File: config.mk
export PLATFORM = sky130hd
export DESIGN_NAME = mem_access_unit
export DESIGN_NICKNAME = d
export VERILOG_FILES = /design/src/rtl/mem_access_unit.sv
export SDC_FILE = /design/constraint.sdc
export NUM_CORES = 1
export LEC_CHECK = 0
export CORE_ASPECT_RATIO = 0.9
export CORE_UTILIZATION = 39
export DETAILED_ROUTE_END_ITERATION = 8
export HOLD_SLACK_MARGIN = 0.03
export PLACE_DENSITY = 0.76
export SLEW_MARGIN = 20
export SYNTH_ARGS = -nofsm -noshare
export SYNTH_HDL_FRONTEND = slang
export SYNTH_SLANG_ARGS = --single-unit
File: constraint.sdc
create_clock -name clk_i -period 3.85 [get_ports clk_i]
set_input_delay 1.155 -clock clk_i [delete_from_list [all_inputs] [get_ports clk_i]]
set_output_delay 1.155 -clock clk_i [all_outputs]
set_load 0.01 [all_outputs]
File: src/rtl/mem_access_unit.sv
// Load/store front end for the 4 KB data memory: alignment check, byte-enable
// generation, one-cycle memory access and load-data extension.
module mem_access_unit #(
    parameter int Width     = 32,
    parameter int AddrWidth = 10
) (
    input  logic                 clk_i,
    input  logic                 rst_i,
    input  logic                 req_i,
    input  logic                 we_i,
    input  logic [1:0]           size_i,
    input  logic                 sign_ext_i,
    input  logic [31:0]          addr_i,
    input  logic [Width-1:0]     wdata_i,
    output logic                 ready_o,
    output logic                 done_o,
    output logic                 addr_err_o,
    output logic [Width-1:0]     rdata_o,
    output logic [AddrWidth-1:0] dm_addr_o,
    output logic [3:0]           dm_be_o,
    output logic [Width-1:0]     dm_din_o,
    output logic                 dm_wr_o,
    input  logic [Width-1:0]     dm_dout_i,
    output logic [1:0]           dbg_state_o
);

    localparam logic [1:0] S_IDLE   = 2'd0;
    localparam logic [1:0] S_ACCESS = 2'd1;
    localparam logic [1:0] S_DONE   = 2'd2;
    localparam logic [1:0] S_ERR    = 2'd3;

    // Handshake: a request transfers on a posedge where req_i and ready_o are
    // both high; requests presented while ready_o is low are dropped.
    logic [1:0]           state_q, state_d;
    logic                 we_q;
    logic [1:0]           size_q;
    logic                 sign_q;
    logic [1:0]           off_q;
    logic [AddrWidth-1:0] dm_addr_q;
    logic [Width-1:0]     dm_din_q;
    logic [3:0]           dm_be_q;
    logic [Width-1:0]     rdata_q, rdata_d;

    logic                 align_err;
    logic [3:0]           be_d;
    logic [Width-1:0]     lane_shift;
    logic [Width-1:0]     load_ext;

    always_comb begin
        align_err = 1'b0;
        be_d      = 4'b0000;
        case (size_i)
            2'b00: be_d = 4'b0001 << addr_i[1:0];
            2'b01: begin
                align_err = addr_i[0];
                be_d      = addr_i[1] ? 4'b1100 : 4'b0011;
            end
            2'b10: begin
                align_err = |addr_i[1:0];
                be_d      = 4'b1111;
            end
            default: align_err = 1'b1;
        endcase
        // Rejected requests never present an enable pattern to the memory.
        if (align_err) begin
            be_d = 4'b0000;
        end
    end

    always_comb begin
        lane_shift = dm_dout_i >> {off_q, 3'b000};
        case (size_q)
            2'b00:   load_ext = {{(Width-8){sign_q & lane_shift[7]}}, lane_shift[7:0]};
            2'b01:   load_ext = {{(Width-16){sign_q & lane_shift[15]}}, lane_shift[15:0]};
            default: load_ext = dm_dout_i;
        endcase
    end

    always_comb begin
        state_d = state_q;
        rdata_d = rdata_q;
        case (state_q)
            S_IDLE: begin
                if (req_i) begin
                    state_d = align_err ? S_ERR : S_ACCESS;
                end
            end
            S_ACCESS: begin
                state_d = S_DONE;
                if (!we_q) begin
                    rdata_d = load_ext;
                end
            end
            default: state_d = S_IDLE;
        endcase
    end

    always_ff @(posedge clk_i or posedge rst_i) begin
        if (rst_i) begin
            state_q   <= S_IDLE;
            we_q      <= 1'b0;
            size_q    <= 2'b00;
            sign_q    <= 1'b0;
            off_q     <= 2'b00;
            dm_addr_q <= '0;
            dm_din_q  <= '0;
            dm_be_q   <= 4'b0000;
            rdata_q   <= '0;
        end else begin
            state_q <= state_d;
            rdata_q <= rdata_d;
            if (state_q == S_IDLE && req_i) begin
                we_q      <= we_i;
                size_q    <= size_i;
                sign_q    <= sign_ext_i;
                off_q     <= addr_i[1:0];
                dm_addr_q <= addr_i[AddrWidth+1:2];
                dm_din_q  <= wdata_i;
                dm_be_q   <= be_d;
            end
        end
    end

    // Strobe is decoded from state so an asynchronous reset drops it at once.
    assign ready_o     = (state_q == S_IDLE);
    assign done_o      = (state_q == S_DONE) || (state_q == S_ERR);
    assign addr_err_o  = (state_q == S_ERR);
    assign dm_wr_o     = (state_q == S_ACCESS) && we_q;
    assign rdata_o     = rdata_q;
    assign dm_addr_o   = dm_addr_q;
    assign dm_be_o     = dm_be_q;
    assign dm_din_o    = dm_din_q;
    assign dbg_state_o = state_q;

endmodule

==> reports/qor.csv <==
metric,value,unit
outcome,"complete, no violations",
row count,33,
Max Slew Vio Count,0,
HP Start,dm_din_o[7],
CP arrival,1590,ps
PD cells,664.9,mW/mm2
RSZ-0062 raised after global routing,no,
Routed Antenna Nets,0,
clock latency on the worst-skew pair,350,ps
n_diodes,0,
Starting Density,0.4098,
"Seq/Total Area, Yosys",0.5628,
Core Area,0.009331,mm2
power share of the clock group,0.203,
Seq. cell area,0.002152,mm2
final cell utilization of the core,0.6255,
Post-synth top flop,dfrtp_1,
"top cells by area, synth","dfrtp_1 (56%), nand2_1 (18%), nand3_1 (4.2%)",
cell-internal power,2.565,mW
Worst Clk Skew,9.580,ps
"EDFF count, synth",0,
Startpoint Class,flop,
share of cells above drive strength 1,0.04825,
Die X,106.4,um
ys async rst share,1.000,
fin area,0.005837,mm2
vias per inst,4.945,
Crit Path Class,reg -> out,
CTS Buffer Depth,2,
routed length per instance,15.05,um
dpl cells,707,
Relative slew margins,0.3116,
leading area contributor after synthesis,dfrtp_1,
Area Growth Syn to Fin,52.65,%
f_max,364.0,MHz
post-route insts no fill,723,
first-pass GRT wire length,17870,um
R2R Path Start,dbg_state_o[1],
crit share post-route,0.7136,
CP Capture Type,output pin,
placed cell area,0.005583,mm2
endpoints failing setup,0,
Psw,1.316,mW
worst hold path depth,2,
"CTS clk-pin slew, worst paths",90,ps
fill count,815,
CTS resizes,0,
sw frac,0.3390,
die area,0.01020,mm2
Ys Warns,0,
vias in the first global route,3611,
synthesized net count,548,
combinational power share,0.419,
Post-Syn Area,0.003824,mm2
TritonCTS clock tree,built,
via count,3575,
CTS Hold Bufs,0,
area of the multi-input gates,0.001539,mm2
CTS Sinks,86,
Syn Inst Count,445,
setup tns final,0,ps
maximum vdd drop,0.3339,mV
Total Routed Length,10880,um
Die Y,95.94,um
HPWL Detailed,7832,um
All-Layer GR Usage,0.2264,
boundary pin count,187,
Congestion Overflow GR,0,
setup bufs post-CTS,0,
P_leak,2.770,nW
worst-path fanout max,8,
Avg Inst Size Synth,8.593,um2
top-area cell type share of the netlist area,0.5628,
Root Driver,clkbuf_8,
Seq pwr share,0.377,
min-delay worst type,reg -> reg,
CTS Buf Count,9,
antenna violations before repair,0,
nets,699,
r2r setup slk,1530,ps
drt first-iter violations,151,
Fin. Hold Viols,0,
CP Data Required Time,2690,ps
Port Buffers,166,
Worst-Margin Slew,1033,ps
DR DRC count,0,
"Min Clock Period, post-route",2747,ps
largest net degree at the start of global routing,44,
worst hold endpoint,dm_din_o[7],
path depth of the worst reg2reg path,3,
GP Congestion,0.8615,
CTS H-tree lvls,3,
Max Cap Viol,0,
post-synthesis register bit count,86,
Reg2Reg Capture Point,rdata_o[31],
Pre-Repair DR Iteration Count,4,
Yosys cell types,32,
==> final cells by class <==
| class | count | share of cell area |
|---|---|---|
| Clock buffer | 9 | 0.02122 |
| Clock inverter | 7 | 0.02229 |
| Inverter | 3 | 0.002144 |
| Multi-Input combinational cell | 323 | 0.2637 |
| Sequential cell | 86 | 0.3687 |
| Tap cell | 122 | 0.02615 |
| Timing Repair Buffer | 173 | 0.2958 |
==> synth_stat cells (all sizes together), types with 3 or more instances <==
master,count
o21ai,20
clkbuf,24
a21oi,13
inv,3
nor2,21
a2bb2oi,8
buf,9
a21o,8
dfrtp,86
nand2,184
nand3,32
o22ai,7
mux2i,9
nand2b,4
==> flip-flops by register name, indices dropped and copies added, names as in the netlist <==
signal       cells
sign_q           1
size_q           2
dm_addr_o       10
dbg_state_o      2
rdata_o         32
we_q             1
off_q            2
dm_din_o        32
dm_be_o          4
==> power by group through the flow <==
stage	clock, mW	combinational, mW	sequential, mW
final	0.789	1.63	1.47
after global routing	0.851	1.79	1.51
after CTS	0.814	1.65	1.47
after detailed placement	0	1.64	1.48
after global placement	0	1.61	1.47
after floorplan	0	0.614	1.58
==> stage by stage <==
| step | hold slack (ps) | worst slack (ps) | power [mW] |
|---|---|---|---|
| floorplan | 446.7 | 473.2 | 2.196 |
| global placement | 457.4 | 840.2 | 3.080 |
| detailed placement | 462.0 | 779.5 | 3.124 |
| CTS | 484.0 | 1069 | 3.933 |
| global route | 504.6 | 1020 | 4.150 |
| finish | 480.9 | 1103 | 3.881 |
==> per-layer routing <==
layer | global-route usage | share of wire
met5 | 0 | 0
met4 | 0.06134 | 0.014
met3 | 0.09614 | 0.10
met2 | 0.3718 | 0.46
met1 | 0.2745 | 0.42
==> worst max path at each step <==
stage / startpoint / to / slack (ps) / cells past startpoint
2_1_floorplan: rst_i / dbg_state_o[0] / 470 / 1
3_3_place_gp: dm_dout_i[31] / rdata_o[30] / 840 / 5
3_5_place_dp: dm_dout_i[31] / rdata_o[30] / 780 / 5
4_1_cts: dbg_state_o[1] / dm_wr_o / 1070 / 2
5_1_grt: dbg_state_o[1] / dm_wr_o / 1020 / 2
6_report: dbg_state_o[1] / dm_wr_o / 1100 / 2
==> layout by cell type (no fill, tap or decap), drive strengths merged <==
master         Yosys  layout
nand2            184     184
clkdlybuf4s50      0     166
dfrtp             86      86
nand3             32      32
nor2              21      21
o21ai             20      20
a21oi             13      13
mux2i              9       9
clkbuf            24       9
a21o               8       8
a2bb2oi            8       8
o22ai              7       7
buf                9       7
nand2b             4       4
inv                3       4
bufinv             0       3
clkinv             0       3
or3b               2       2
nor3b              2       2
mux4               1       1
nor2b              1       1
o2bb2a             1       1
a2111o             1       1
a2111oi            1       1
xor2               1       1
or2                1       1
nor3               1       1
o31ai              1       1
and2               1       1
and3b              1       1
nand3b             1       1
a31oi              1       1
==> cells by family after synthesis <==
| kind of cell | share of synthesized area |
|---|---|
| AOI/OAI and AO/OA | 0.1001 |
| xor gates and xnor gates | 0.002291 |
| buffers and inverters | 0.03665 |
| DFF | 0.5628 |
| muxes | 0.02945 |
| and+or+nand+nor | 0.2687 |
==> critical path, cell delays in order, from the launching register on <==
cell and delay [ps]:
dfrtp_1 470, and3b_1 240, clkdlybuf4s50_1 540
Power figures use the tool's default switching activity.
